$ cat src/rtl/dphy_lane_deskew.sv
// D-PHY byte-lane deskew.
// Each lane has its own small FIFO. The FIFOs absorb the difference in when
// each lane delivers its first byte. The FSM measures that first-byte skew,
// starts a lock-step pop once every lane holds data, and requests upstream
// re-alignment when the skew is too large or a FIFO overflows.
module dphy_lane_deskew #(
    parameter int DATA_LANES = 2,
    parameter int MAX_SKEW   = 3
) (
    input  logic                    clk_i,
    input  logic                    rst_n_i,
    input  logic                    eop_i,
    input  logic [DATA_LANES*8-1:0] byte_data_i,
    input  logic [DATA_LANES-1:0]   valid_i,
    output logic [DATA_LANES*8-1:0] word_o,
    output logic                    valid_o,
    output logic                    reset_align_o,
    output logic                    skew_err_o,
    output logic [DATA_LANES*3-1:0] lane_skew_o
);

    // Two entries beyond the worst tolerated skew. The earliest lane has
    // MAX_SKEW+1 bytes queued when the last lane arrives, and it keeps
    // writing while popping starts.
    localparam int DEPTH = MAX_SKEW + 2;
    localparam int PTR_W = $clog2(DEPTH);
    localparam int CNT_W = $clog2(DEPTH + 1);

    localparam logic [3:0]       SKEW_SAT = 4'(MAX_SKEW + 1);
    localparam logic [3:0]       SKEW_MAX = 4'(MAX_SKEW);
    localparam logic [PTR_W-1:0] PTR_LAST = PTR_W'(DEPTH - 1);
    localparam logic [CNT_W-1:0] CNT_FULL = CNT_W'(DEPTH);

    typedef enum logic [1:0] {
        S_IDLE,
        S_WAIT_ALL,
        S_STREAM,
        S_ERR
    } state_e;

    state_e state_q, state_d;

    // FSM-derived controls
    logic enter_stream;
    logic enter_err;
    logic flush;
    logic pop;

    // Per-lane FIFO status and data
    logic [DATA_LANES-1:0]   wr_req;
    logic [DATA_LANES-1:0]   fifo_full;
    logic [DATA_LANES-1:0]   fifo_empty;
    logic [DATA_LANES-1:0]   arrived_now;
    logic [DATA_LANES*8-1:0] head_data;
    logic                    overflow;

    // Skew measurement
    logic [3:0]              skew_cnt_q, skew_cnt_d;
    logic [3:0]              skew_inc;
    logic [DATA_LANES-1:0]   arrived_q, arrived_d;
    logic [DATA_LANES*3-1:0] rec_q, rec_d;
    logic [DATA_LANES*3-1:0] lane_skew_q, lane_skew_d;

    // Registered outputs
    logic [DATA_LANES*8-1:0] word_q;
    logic                    valid_q;
    logic                    reset_align_q;
    logic                    skew_err_q;

    // ERR discards all input. Everywhere else a valid byte is offered to its FIFO.
    assign wr_req      = (state_q != S_ERR) ? valid_i : '0;
    assign overflow    = |(wr_req & fifo_full);
    assign arrived_now = arrived_q | valid_i;
    // The counter stops at MAX_SKEW+1 so it can never wrap back into the legal range.
    assign skew_inc    = (skew_cnt_q >= SKEW_SAT) ? SKEW_SAT : skew_cnt_q + 4'd1;

    // State register
    always_ff @(posedge clk_i or negedge rst_n_i) begin
        if (!rst_n_i) begin
            state_q <= S_IDLE;
        end else begin
            // NOTE: sequential state always uses non-blocking assignment so every
            // flop samples pre-edge values regardless of block ordering.
            state_q <= state_d;
        end
    end

    // Next-state logic. Priority order: end of packet, then overflow, then per-state rules.
    always_comb begin
        // NOTE: default first so that no path through the case leaves a latch.
        state_d = state_q;
        if (eop_i) begin
            state_d = S_IDLE;
        end else if (overflow) begin
            state_d = S_ERR;
        end else begin
            case (state_q)
                S_IDLE: begin
                    if (&valid_i)      state_d = S_STREAM;
                    else if (|valid_i) state_d = S_WAIT_ALL;
                end
                S_WAIT_ALL: begin
                    if (skew_inc > SKEW_MAX)  state_d = S_ERR;
                    else if (&arrived_now)    state_d = S_STREAM;
                end
                S_STREAM: state_d = S_STREAM;
                S_ERR: begin
                    if (valid_i == '0) state_d = S_IDLE;
                end
                default: state_d = S_IDLE;
            endcase
        end
    end

    // FSM outputs: state-entry strobes, FIFO flush and lock-step pop
    always_comb begin
        enter_stream = (state_d == S_STREAM) && (state_q != S_STREAM);
        enter_err    = (state_d == S_ERR) && (state_q != S_ERR);
        flush        = eop_i || enter_err;
        pop          = (state_q == S_STREAM) && !(|fifo_empty) && !eop_i && !overflow;
    end

    // Skew measurement. Arrival offsets are recorded here and published on STREAM entry.
    always_comb begin
        skew_cnt_d  = skew_cnt_q;
        arrived_d   = arrived_q;
        rec_d       = rec_q;
        lane_skew_d = lane_skew_q;
        if ((state_q == S_IDLE) && (state_d == S_WAIT_ALL)) begin
            skew_cnt_d = '0;
            arrived_d  = valid_i;
            rec_d      = '0;
        end else if (state_q == S_WAIT_ALL) begin
            skew_cnt_d = skew_inc;
            arrived_d  = arrived_now;
            for (int i = 0; i < DATA_LANES; i++) begin
                if (valid_i[i] && !arrived_q[i]) rec_d[i*3 +: 3] = skew_inc[2:0];
            end
        end
        if (enter_stream) lane_skew_d = (state_q == S_IDLE) ? '0 : rec_d;
    end

    // Skew bookkeeping and the registered output stage
    always_ff @(posedge clk_i or negedge rst_n_i) begin
        if (!rst_n_i) begin
            skew_cnt_q    <= '0;
            arrived_q     <= '0;
            rec_q         <= '0;
            lane_skew_q   <= '0;
            word_q        <= '0;
            valid_q       <= 1'b0;
            reset_align_q <= 1'b0;
            skew_err_q    <= 1'b0;
        end else begin
            skew_cnt_q    <= skew_cnt_d;
            arrived_q     <= arrived_d;
            rec_q         <= rec_d;
            lane_skew_q   <= lane_skew_d;
            if (pop) word_q <= head_data;
            valid_q       <= pop;
            reset_align_q <= flush;
            skew_err_q    <= enter_err;
        end
    end

    for (genvar g = 0; g < DATA_LANES; g++) begin : g_lane
        logic [7:0]       mem_q [DEPTH];
        logic [PTR_W-1:0] wr_ptr_q;
        logic [PTR_W-1:0] rd_ptr_q;
        logic [CNT_W-1:0] count_q;
        logic             do_wr;

        // A byte that meets a full FIFO is dropped. A flush drops the byte offered in the same cycle.
        assign do_wr                = wr_req[g] && !fifo_full[g] && !flush;
        assign fifo_full[g]         = (count_q == CNT_FULL);
        assign fifo_empty[g]        = (count_q == '0);
        assign head_data[g*8 +: 8]  = mem_q[rd_ptr_q];

        // Lane storage write port
        always_ff @(posedge clk_i) begin
            // NOTE: the storage array has no reset. The pointers and count alone
            // decide which entries are valid, so stale contents are never observed.
            if (do_wr) mem_q[wr_ptr_q] <= byte_data_i[g*8 +: 8];
        end

        // Lane pointers and occupancy. A flush empties the FIFO in one edge.
        always_ff @(posedge clk_i or negedge rst_n_i) begin
            if (!rst_n_i) begin
                wr_ptr_q <= '0;
                rd_ptr_q <= '0;
                count_q  <= '0;
            end else if (flush) begin
                wr_ptr_q <= '0;
                rd_ptr_q <= '0;
                count_q  <= '0;
            end else begin
                if (do_wr) wr_ptr_q <= (wr_ptr_q == PTR_LAST) ? '0 : wr_ptr_q + PTR_W'(1);
                if (pop)   rd_ptr_q <= (rd_ptr_q == PTR_LAST) ? '0 : rd_ptr_q + PTR_W'(1);
                count_q <= count_q + CNT_W'(do_wr) - CNT_W'(pop);
            end
        end
    end

    assign word_o        = word_q;
    assign valid_o       = valid_q;
    assign reset_align_o = reset_align_q;
    assign skew_err_o    = skew_err_q;
    assign lane_skew_o   = lane_skew_q;

endmodule

$ cat config.mk
export PLATFORM = sky130hd
export DESIGN_NAME = dphy_lane_deskew
export DESIGN_NICKNAME = d
export VERILOG_FILES = /design/src/rtl/dphy_lane_deskew.sv
export SDC_FILE = /design/constraint.sdc
export NUM_CORES = 1
export LEC_CHECK = 0
export ABC_AREA = 1
export ABC_CLOCK_PERIOD_IN_PS = 3100
export BUFFER_PORTS_ARGS = -buffer_cell sky130_fd_sc_hd__buf_4
export CAP_MARGIN = 20
export CORE_MARGIN = 5
export CORE_UTILIZATION = 60
export CTS_CLUSTER_DIAMETER = 200
export DETAILED_ROUTE_END_ITERATION = 8
export GPL_ROUTABILITY_DRIVEN = 0
export GPL_TIMING_DRIVEN = 0
export PLACE_DENSITY = 0.8
export SLEW_MARGIN = 20
export SYNTH_ARGS = -nofsm -noshare
export SYNTH_HDL_FRONTEND = slang
export SYNTH_SLANG_ARGS = --single-unit
$ cat constraint.sdc
create_clock -name clk_i -period 3.1 [get_ports clk_i]
set_input_delay 0.62 -clock clk_i [delete_from_list [all_inputs] [get_ports clk_i]]
set_output_delay 0.62 -clock clk_i [all_outputs]
set_load 0.01 [all_outputs]
==> run summary, run 1 <==
=================================================================================
ANT cells                                                                       0
Max-slew headroom at the worst pin                                          0.416
Crit-path max FO                                                               12
Row Count                                                                      36
Sequential fraction of the synthesis area                                   0.637
Number of cells in the design after placement                                 744
Average cell area after synthesis                                       10.6 um^2
Clock tree root buffer cell                                          sky130_fd_sc_hd__clkbuf_8
Clock slew seen by the registers of the worst setup and hold paths        0.06 ns
Number of failing setup endpoints in the final timing report                    0
Share of synthesized cell area in and, or, nand and nor gates               0.193
Layout Cells excl Fill                                                        776
Via count of the routed design                                               4373
Unrepaired setup endpoints after global routing                             false
Top-level port count                                                           46
Cell Area, Placed                                                       6520 um^2
Worst clock skew                                                       0.00645 ns
Number of port buffers                                                         45
Complex-gate fraction of the synthesized area                              0.0847
Critical path type                                                        reg2reg
NumNets Final                                                                 666
Adder-Cell Fraction of Synth Area                                          0.0337
Worst-skew pair later-pin latency                                         0.53 ns
Remaining antenna violation count after routing                                 0
Data arrival time of the critical path                                    3.23 ns
Dominant combinational cell family by area after synthesis           simple AND/OR/NAND/NOR gates
Number of buffers on the longest clock path                                     2
Core ar.                                                                9770 um^2
Proportion of synthesized area in mux cells                               0.00187
Leakage power                                                             3.08 nW
Count of unresolved DRC violations after routing                                0
Path category of the worst min-delay check                               in2async
Power Density                                                         720 nW/um^2
Total standard cell area after synthesis                                6010 um^2
Maximum number of pins on one net before global-route repair                   58
Final instance area                                                     7050 um^2
Post-layout minimum cycle time                                            2.81 ns
Initial antenna violation count                                                 0
1st-iter DRT viols                                                            371
Post-cts gate resize count                                                      0
Post-DP HPWL                                                              8.48 mm
Total routed wirelength                                                   13.1 mm
Slew of the pin with the lowest slew margin                              0.873 ns
Number of buffers added by the clock tree synthesis step                       17
Cell types with the largest area share after synthesis               sky130_fd_sc_hd__edfxtp_1 40%, sky130_fd_sc_hd__dfrtp_1 24%, sky130_fd_sc_hd__nand2_1 12%
Average wire per standard cell                                            16.9 um
Worst path max stage delay                                                0.49 ns
Wire length of the first global-routing pass                              21.7 mm
Synthesized netlist cell count                                                566
Result of the run                                                    complete, no violations
Total routing resource utilization after global routing                     0.241
Worst Setup Slack, final                                                 0.291 ns
Number of levels in the clock H-tree                                            4
Fmax                                                                    0.356 GHz
Number of buffers inserted by post-CTS setup repair                             0
Endpoint class of the critical path                                      register
VDD IR max                                                             0.000356 V
Area added between synthesis and finish                                     17.3%
Clock Sink Count                                                              137
Register bit count reported by yosys                                          137
Via count of the first global-routing pass                                   4530
Die extent in x                                                            110 um
Top delay family on crit path                                         adder cells
# hold bufs at CTS                                                              0
Cell breakdown of the critical path                                  inv_2 -> nor2_1 -> o211ai_1 -> nor3_4 -> buf_2 -> ha_1 -> inv_1 -> ha_1 -> inv_1 -> fa_1 -> xor2_1 -> nor2_2
Count of TritonRoute iterations in the first routing pass                       6
Setup TNS                                                                    0 ns
Post-synthesis net count                                                      602
Fin. max-slew vios                                                              0
Worst setup timing slack at the placement stage                         0.0317 ns
Critical path startpoint category                                        register
Drt via density                                                              5.64
Yosys warnings                                                                  0
Cell with the largest stage delay on the worst path                  sky130_fd_sc_hd__dfrtp_1
Dominant cell type by area after synthesis                           sky130_fd_sc_hd__edfxtp_1
Tcrit/Tclk final                                                            0.906
Effective utilization at floorplan                                          0.615
Final-report hold violation count                                               0
Proportion of layout cells with a drive suffix above 1                      0.193
WHS                                                                      0.155 ns
Area enclosed by the die boundary                                      12100 um^2
Clock tree from TritonCTS                                                   built
Most common library cell in the layout ignoring fill and taps        sky130_fd_sc_hd__nand2_1
Distinct cell type count after synthesis                                       35
Most used cells in the layout excluding fill and tap cells           190 x sky130_fd_sc_hd__nand2_1, 80 x sky130_fd_sc_hd__edfxtp_1, 57 x sky130_fd_sc_hd__dfrtp_1
Total power of the final layout                                           5.08 mW
Post-layout util                                                            0.722
Worst EP required                                                         3.52 ns
Proportion of netlist area held by the largest area contributor             0.400
Synth Area in XOR/XNOR                                                    0.00291
GRT Residual Overflow                                                           0
Max-capacitance violation count                                                 0
Die extent in y                                                            110 um
Buffers and inverters on the worst path                                         4
=================================================================================
power by group:
group	total, mW	internal [mW]	leakage [nW]	switching (mW)
sequential	2.31	2.17	1.49	0.138
combinational	0.962	0.389	1.33	0.573
clock	1.81	1.07	0.251	0.734
total	5.08	3.63	3.08	1.45
per-layer routing:
metal	global-route usage	routed length [um]	vias up
li1	-	-	2044
met1	0.280	5120	2121
met2	0.425	6860	179
met3	0.0646	870	29
met4	0.0967	265	0
met5	0	0	-
Yosys cell counts:
cell                       instances
sky130_fd_sc_hd__nand2_4           2
sky130_fd_sc_hd__nand4_1          13
sky130_fd_sc_hd__nor2_2            7
sky130_fd_sc_hd__buf_2             7
sky130_fd_sc_hd__dfrtp_1          57
sky130_fd_sc_hd__o21a_1            2
sky130_fd_sc_hd__nor2_1           27
sky130_fd_sc_hd__inv_1            31
sky130_fd_sc_hd__a21oi_1          27
sky130_fd_sc_hd__a21oi_2           5
sky130_fd_sc_hd__clkbuf_1          8
sky130_fd_sc_hd__o211ai_1          3
sky130_fd_sc_hd__nand3b_1          1
sky130_fd_sc_hd__fa_1              2
sky130_fd_sc_hd__nor2_4            4
sky130_fd_sc_hd__nand2_2           3
sky130_fd_sc_hd__buf_4             1
sky130_fd_sc_hd__xor2_1            2
sky130_fd_sc_hd__nor3_4            1
sky130_fd_sc_hd__nand2_1         190
sky130_fd_sc_hd__nand3_1          10
sky130_fd_sc_hd__a32o_1           16
sky130_fd_sc_hd__ha_1             13
sky130_fd_sc_hd__buf_6             3
sky130_fd_sc_hd__o21ai_0          25
sky130_fd_sc_hd__mux2_2            1
sky130_fd_sc_hd__edfxtp_1         80
sky130_fd_sc_hd__nand3_2           2
sky130_fd_sc_hd__inv_2            11
sky130_fd_sc_hd__nor3_2            2
sky130_fd_sc_hd__or2_2             1
sky130_fd_sc_hd__nor3_1            3
sky130_fd_sc_hd__a21boi_0          1
sky130_fd_sc_hd__buf_1             1
sky130_fd_sc_hd__clkinv_1          4
flip-flops by register name (all words and copies together), names as in the netlist:
name / cells
word_o: 16
lane_skew_o: 6
g_lane.mem_q: 80
state_q: 2
reset_align_o: 1
g_lane.rd_ptr_q: 6
g_lane.wr_ptr_q: 6
arrived_q: 2
rec_q: 6
valid_o: 1
skew_err_o: 1
skew_cnt_q: 4
g_lane.count_q: 6
final cells by class:
cell class | instances | area (um^2)
clock buffers | 19 | 432
fillers | 662 | 2720
repair buffers | 45 | 338
plain buffers | 20 | 110
clock inverters | 13 | 104
multi-input cells | 363 | 1900
well taps | 133 | 166
inverters | 46 | 173
flip-flops and latches | 137 | 3830
final timing paths:
| kind | startpoint | to | slack (ns) | cells after the start |
|---|---|---|---|---|
| setup reg to reg | state_q[1] | g_lane[0].count_q[2] | 0.29 | 12 |
| hold / removal | rst_n_i | word_o[9] | 0.16 | 1 |
| max in group asynchronous | rst_n_i | g_lane[1].count_q[0] | 2.42 | 1 |
| min in group clk_i | byte_data_i[13] | g_lane[1].mem_q[4][5] | 0.30 | 1 |
| setup / recovery | state_q[1] | g_lane[0].count_q[2] | 0.29 | 12 |
| hold reg to reg | lane_skew_o[4] | lane_skew_o[4] | 0.48 | 2 |
kinds of logic (layout without fill, tap and decap cells):
kind of cell               after synthesis  after routing
and+or+nand+nor                        266            266
DFF                                    137            137
AOI/OAI and AO/OA                       79             79
buffers and inverters                   66            143
adders and majority gates               15             15
xor gates and xnor gates                 2              2
muxes                                    1              1
Power figures use the tool's default switching activity.
==> inputs of run 2 (changes only) <==
BUFFER_PORTS_ARGS = -buffer_cell sky130_fd_sc_hd__buf_2   (was -buffer_cell sky130_fd_sc_hd__buf_4)
CORE_MARGIN = 2   (was 5)
SKIP_CTS_REPAIR_TIMING = 1   (was unset)
==> run 2 against run 1 <==
Die area down 11%. Non-clock buffer count stayed put. First-iteration DRC count shrank 14%. Highest routed layer unchanged. Final area down 1.4%. Clock-buffer cell count grew 4. Combinational power down 7.7%.
==> run summary, run 2 (synthesized netlist as in run 1, its figures left out) <==
=================================================================================
Leakage power                                                             3.07 nW   was 3.08 nW
Max-capacitance violation count                                                 0   unchanged
Wire length of the first global-routing pass                              20.9 mm   was 21.7 mm
VDD IR max                                                             0.000365 V   was 0.000356 V
Number of failing setup endpoints in the final timing report                    0   unchanged
WHS                                                                      0.148 ns   was 0.155 ns
Area enclosed by the die boundary                                      10800 um^2   was 12100 um^2
Crit-path max FO                                                                6   was 12
Number of levels in the clock H-tree                                            4   unchanged
Number of port buffers                                                         45   unchanged
Post-DP HPWL                                                              8.03 mm   was 8.48 mm
Sequential share of power                                                   0.455   about the same
Cell count of the worst reg-to-reg path                                        11   was 12
Proportion of layout cells with a drive suffix above 1                      0.187   was 0.193
Effective utilization at floorplan                                          0.618   was 0.615
Area added between synthesis and finish                                     15.7%   was 17.3%
Drt via density                                                              5.56   was 5.64
Tcrit/Tclk final                                                            0.921   was 0.906
Slew of the pin with the lowest slew margin                              0.884 ns   was 0.873 ns
Switching pwr                                                             1.40 mW   was 1.45 mW
Remaining antenna violation count after routing                                 0   unchanged
Worst clock skew                                                        0.0106 ns   was 0.00645 ns
Worst flop-to-flop path startpoint                                     state_q[1]   unchanged
R2R setup slack                                                           0.24 ns   was 0.29 ns
Worst-skew pair later-pin latency                                         0.53 ns   about the same
Total routed wirelength                                                   12.7 mm   was 13.1 mm
Count of unresolved DRC violations after routing                                0   unchanged
Maximum number of pins on one net before global-route repair                   58   unchanged
Fin. max-slew vios                                                              0   unchanged
Top-level port count                                                           46   unchanged
Unrepaired setup endpoints after global routing                             false   unchanged
Row Count                                                                      36   unchanged
Total of fill cells in the finished design                                    659   was 662
GRT Residual Overflow                                                           0   unchanged
Number of flip-flops in the largest register                                   80   unchanged
Area of the multi-input gates                                           1900 um^2   unchanged
Start point of the critical path                                       state_q[1]   unchanged
Clock slew seen by the registers of the worst setup and hold paths        0.06 ns   about the same
Average wire per standard cell                                            16.3 um   was 16.9 um
Core ar.                                                                9730 um^2   was 9770 um^2
Reg-to-reg critical path endpoint                                    g_lane[0].count_q[2]   unchanged
Clock Sink Count                                                              137   unchanged
Die extent in x                                                            104 um   was 110 um
Initial antenna violation count                                                 0   unchanged
Reg with most FFs                                                    g_lane.mem_q   unchanged
NumNets Final                                                                 666   unchanged
Number of buffers added by the clock tree synthesis step                       17   unchanged
Portion of total power attributed to the clock network                      0.369   was 0.356
Register area                                                           3830 um^2   unchanged
Most common library cell in the layout ignoring fill and taps        sky130_fd_sc_hd__nand2_1   unchanged
Number of buffers on the longest clock path                                     2   unchanged
Comb pwr share                                                              0.176   was 0.190
Count of TritonRoute iterations in the first routing pass                       5   was 6
Endpoint class of the critical path                                      register   unchanged
Internal cell power                                                       3.65 mW   was 3.63 mW
Worst setup path endpoint                                            g_lane[0].count_q[2]   unchanged
Setup TNS                                                                    0 ns   unchanged
Via count of the routed design                                               4314   was 4373
Switching fraction of total power                                           0.278   was 0.285
Result of the run                                                    complete, no violations   unchanged
Most used cells in the layout excluding fill and tap cells           190 x sky130_fd_sc_hd__nand2_1, 80 x sky130_fd_sc_hd__edfxtp_1, 57 x sky130_fd_sc_hd__dfrtp_1   unchanged
Clock tree from TritonCTS                                                   built   unchanged
Total routing resource utilization after global routing                     0.252   was 0.241
Max-slew headroom at the worst pin                                          0.409   was 0.416
Final-report hold violation count                                               0   unchanged
Path category of the worst min-delay check                               in2async   unchanged
1st-iter DRT viols                                                            319   was 371
Clock tree root buffer cell                                          sky130_fd_sc_hd__clkbuf_8   unchanged
Critical path type                                                        reg2reg   unchanged
Worst EP required                                                         3.52 ns   about the same
ANT cells                                                                       0   unchanged
Via count of the first global-routing pass                                   4370   was 4530
Post-layout minimum cycle time                                            2.86 ns   was 2.81 ns
Die extent in y                                                            104 um   was 110 um
Data arrival time of the critical path                                    3.27 ns   was 3.23 ns
Power Density                                                         727 nW/um^2   was 720 nW/um^2
Fmax                                                                    0.350 GHz   was 0.356 GHz
Critical path startpoint category                                        register   unchanged
=================================================================================
## run 2: per-stage QoR
| step | instances | worst slack [ns] | util | power, mW | area [um^2] |
|---|---|---|---|---|---|
| after floorplan | 566 | 0.506 | - | 2.92 | 6010 |
| after global placement | 744 | 0.129 | 0.658 | 3.17 | 6400 |
| after detailed placement | 744 | 0.0469 | 0.659 | 3.22 | 6410 |
| after CTS | 776 | 0.278 | 0.715 | 5.08 | 6960 |
| after global routing | 776 | 0.0120 | 0.715 | 5.30 | 6960 |
| final | 776 | 0.244 | 0.715 | 5.06 | 6960 |
## run 2: layout make-up
type,count,share of cell area
plain buffers,20,0.0158
clock buffers,23,0.0642
clock inverters,9,0.0146
inverters,46,0.0248
multi-input cells,363,0.273
flip-flops and latches,137,0.550
well taps,133,0.0239
repair buffers,45,0.0327
## run 2: how the worst min path moves through the flow
| stage | from | end | cells past startpoint |
|---|---|---|---|
| 2_1_floorplan | rst_n_i | arrived_q[0] | 0 |
| 3_3_place_gp | word_o[15] | word_o[15] | 2 |
| 3_5_place_dp | word_o[15] | word_o[15] | 2 |
| 4_1_cts | rst_n_i | word_o[7] | 1 |
| 5_1_grt | rst_n_i | word_o[9] | 1 |
| 6_report | rst_n_i | word_o[9] | 1 |
## run 2: routing by layer
layer	vias up	global-route usage	routed length [um]	part of all wire
li1	2036	-	-	-
met1	2084	0.313	5070	0.40
met2	171	0.415	6500	0.51
met3	23	0.0677	891	0.070
met4	0	0.119	211	0.017
met5	-	0	0	0
## run 2: worst max-delay path: stages, from the launching register on
cell                      delay, ns
sky130_fd_sc_hd__dfrtp_1       0.47
sky130_fd_sc_hd__nand2_1       0.11
sky130_fd_sc_hd__inv_1         0.07
sky130_fd_sc_hd__nor3_1        0.64
sky130_fd_sc_hd__nand3_2       0.25
sky130_fd_sc_hd__ha_1          0.34
sky130_fd_sc_hd__inv_1         0.06
sky130_fd_sc_hd__ha_1          0.14
sky130_fd_sc_hd__inv_1         0.05
sky130_fd_sc_hd__fa_1          0.38
sky130_fd_sc_hd__xor2_1        0.20
sky130_fd_sc_hd__nor2_2        0.06
## run 2: power groups by stage
stage	sequential [mW]	clock, mW	combinational, mW
2_1_floorplan	2.36	0	0.558
3_3_place_gp	2.32	0	0.848
3_5_place_dp	2.33	0	0.883
4_1_cts	2.30	1.88	0.894
5_1_grt	2.33	1.97	1.00
6_report	2.30	1.87	0.888
==> inputs of run 3 (changes only) <==
BUFFER_PORTS_ARGS = unset   (was -buffer_cell sky130_fd_sc_hd__buf_2)
DONT_BUFFER_PORTS = 1   (was unset)
PLACE_DENSITY = 0.76   (was 0.8)
==> run 3 against run 2 <==
First-iteration DRC count shrank 29%. Setup slack gained 0.11 ns. Total power shrank 2.6%. Combinational power shrank 19%. Wire length shrank 3.4%. Cell count shrank 5.7%. Die area is the same. Clock power is essentially flat. Fmax grew 4.0%. Global-route usage shrank 1.1 points.
==> run summary, run 3 (synthesized netlist as in run 1, its figures left out) <==
=================================================================================
Data arrival time of the critical path                                    3.16 ns   was 3.27 ns
Worst clock skew                                                       0.00816 ns   was 0.0106 ns
Count of TritonRoute iterations in the first routing pass                       5   unchanged
Tcrit/Tclk final                                                            0.886   was 0.921
Most common library cell in the layout ignoring fill and taps        sky130_fd_sc_hd__nand2_1   unchanged
Critical path startpoint category                                        register   unchanged
Final instance area                                                     6750 um^2   was 6960 um^2
Area of the multi-input gates                                           1900 um^2   unchanged
Remaining antenna violation count after routing                                 0   unchanged
Portion of total power attributed to the clock network                      0.374   was 0.369
Total routing resource utilization after global routing                     0.241   was 0.252
Die extent in y                                                            104 um   unchanged
Drt via density                                                              5.62   was 5.56
Worst EP required                                                         3.51 ns   was 3.52 ns
Post-DP HPWL                                                              7.95 mm   was 8.03 mm
Final-report hold violation count                                               0   unchanged
Clock Sink Count                                                              137   unchanged
Number of flip-flops in the largest register                                   80   unchanged
Top-level port count                                                           46   unchanged
Switching pwr                                                             1.37 mW   was 1.40 mW
Start point of the worst hold path                                          eop_i
Area enclosed by the die boundary                                      10800 um^2   unchanged
Worst Setup Slack, final                                                 0.355 ns   was 0.244 ns
Row Count                                                                      36   unchanged
Wire length of the first global-routing pass                              20.2 mm   was 20.9 mm
Clock tree from TritonCTS                                                   built   unchanged
Cell with the largest stage delay on the worst path                  sky130_fd_sc_hd__dfrtp_1   was sky130_fd_sc_hd__nor3_1
Endpoint class of the critical path                                      register   unchanged
Worst hold path stage count                                                     1
Critical path type                                                        reg2reg   unchanged
Max-capacitance violation count                                                 0   unchanged
Clock tree root buffer cell                                          sky130_fd_sc_hd__clkbuf_8   unchanged
Cell breakdown of the critical path                                  inv_2 -> nor2_1 -> o211ai_1 -> nor3_4 -> buf_2 -> ha_1 -> inv_1 -> ha_1 -> inv_1 -> fa_1 -> xor2_1 -> nor2_2   was nand2_1 -> inv_1 -> nor3_1 -> nand3_2 -> ha_1 -> inv_1 -> ha_1 -> inv_1 -> fa_1 -> xor2_1 -> nor2_2
Number of buffers on the longest clock path                                     2   unchanged
Worst-skew pair later-pin latency                                         0.53 ns   about the same
Number of levels in the clock H-tree                                            4   unchanged
WHS                                                                      0.158 ns   was 0.148 ns
Via count of the routed design                                               4117   was 4314
Crit-path max FO                                                               12   was 6
Result of the run                                                    complete, no violations   unchanged
Path category of the worst min-delay check                                 in2reg   was in2async
Number of buffers added by the clock tree synthesis step                       17   unchanged
Setup TNS                                                                    0 ns   unchanged
Via count of the first global-routing pass                                   4195   was 4370
Power Density                                                         730 nW/um^2   was 727 nW/um^2
Fin. max-slew vios                                                              0   unchanged
Comb pwr share                                                              0.145   was 0.176
Total of fill cells in the finished design                                    674   was 659
Effective utilization at floorplan                                          0.618   unchanged
Internal cell power                                                       3.55 mW   was 3.65 mW
Reg with most FFs                                                    g_lane.mem_q   unchanged
Clock slew seen by the registers of the worst setup and hold paths        0.06 ns   about the same
Cell count of the worst reg-to-reg path                                        12   was 11
Worst setup timing slack at the placement stage                          0.239 ns   was 0.0469 ns
Worst flop-to-flop path startpoint                                     state_q[1]   unchanged
Unrepaired setup endpoints after global routing                             false   unchanged
Average wire per standard cell                                            16.7 um   was 16.3 um
Total power of the final layout                                           4.93 mW   was 5.06 mW
Max-slew headroom at the worst pin                                          0.396   was 0.409
ANT cells                                                                       0   unchanged
Proportion of layout cells with a drive suffix above 1                      0.124   was 0.187
NumNets Final                                                                 623   was 666
VDD IR max                                                             0.000473 V   was 0.000365 V
Area added between synthesis and finish                                     12.3%   was 15.7%
Switching fraction of total power                                           0.279   was 0.278
Number of failing setup endpoints in the final timing report                    0   unchanged
Fmax                                                                    0.364 GHz   was 0.350 GHz
Leakage power                                                             2.87 nW   was 3.07 nW
Count of unresolved DRC violations after routing                                0   unchanged
Slew of the pin with the lowest slew margin                              0.903 ns   was 0.884 ns
1st-iter DRT viols                                                            225   was 319
Core ar.                                                                9730 um^2   unchanged
Number of port buffers                                                          0   was 45
Post-layout minimum cycle time                                            2.75 ns   was 2.86 ns
Total routed wirelength                                                   12.2 mm   was 12.7 mm
Sequential share of power                                                   0.481   was 0.455
Maximum number of pins on one net before global-route repair                   58   unchanged
Most used cells in the layout excluding fill and tap cells           190 x sky130_fd_sc_hd__nand2_1, 80 x sky130_fd_sc_hd__edfxtp_1, 57 x sky130_fd_sc_hd__dfrtp_1   unchanged
Cell Area, Placed                                                       6180 um^2   was 6410 um^2
GRT Residual Overflow                                                           0   unchanged
Worst path max stage delay                                                0.50 ns   was 0.64 ns
Die extent in x                                                            104 um   unchanged
Initial antenna violation count                                                 0   unchanged
Register area                                                           3830 um^2   unchanged
Start point of the critical path                                       state_q[1]   unchanged
=================================================================================
[run 3: cell count changes in the layout (fill, tap and decap cells not counted), sizes merged]
cell	change
buf	-44
dlygate4sd3	+1
clkinvlp	-1
clkinv	+2
clkbuf	-2
[run 3: metal layers]
| layer | wire length [um] | global-route usage |
|---|---|---|
| met1 | 4990 | 0.295 |
| met2 | 6310 | 0.411 |
| met4 | 170 | 0.0878 |
| met3 | 772 | 0.0683 |
| met5 | 0 | 0 |
[run 3: worst max-delay path: cells and delay by family (launching register included)]
| family | cells | cell delay [ns] |
|---|---|---|
| simple gates | 3 | 0.47 |
| xor+xnor | 1 | 0.19 |
| compound gates | 1 | 0.15 |
| fa+ha+maj | 3 | 0.78 |
| flops | 1 | 0.50 |
| buf+inv | 4 | 0.53 |
[run 3: path summary, 6_finish.rpt]
check,to,slack [ns]
max,g_lane[0].count_q[2],0.35
min,state_q[1],0.16
max reg2reg,g_lane[0].count_q[2],0.35
min reg2reg,skew_cnt_q[3],0.52
max in group asynchronous,g_lane[0].count_q[2],2.21
min in group asynchronous,word_o[9],0.63
[run 3: layout make-up]
type	count	share of cell area
clock buffers	21	0.0636
plain buffers	20	0.0163
flip-flops and latches	137	0.567
clock inverters	10	0.0156
repair buffers	2	0.00556
multi-input cells	363	0.282
well taps	133	0.0246
inverters	46	0.0256
[run 3: power groups by stage]
| stage | registers [mW] | logic [mW] | clock network [mW] |
|---|---|---|---|
| after floorplan | 2.36 | 0.558 | 0 |
| after global placement | 2.39 | 0.656 | 0 |
| after detailed placement | 2.41 | 0.685 | 0 |
| after CTS | 2.37 | 0.694 | 1.85 |
| after global routing | 2.40 | 0.828 | 1.92 |
| final | 2.37 | 0.715 | 1.84 |
[run 3: metrics by stage]
stage / std cells / utilization
after floorplan: 566 / -
after global placement: 699 / 0.635
after detailed placement: 699 / 0.635
after CTS: 730 / 0.690
after global routing: 732 / 0.694
final: 732 / 0.694
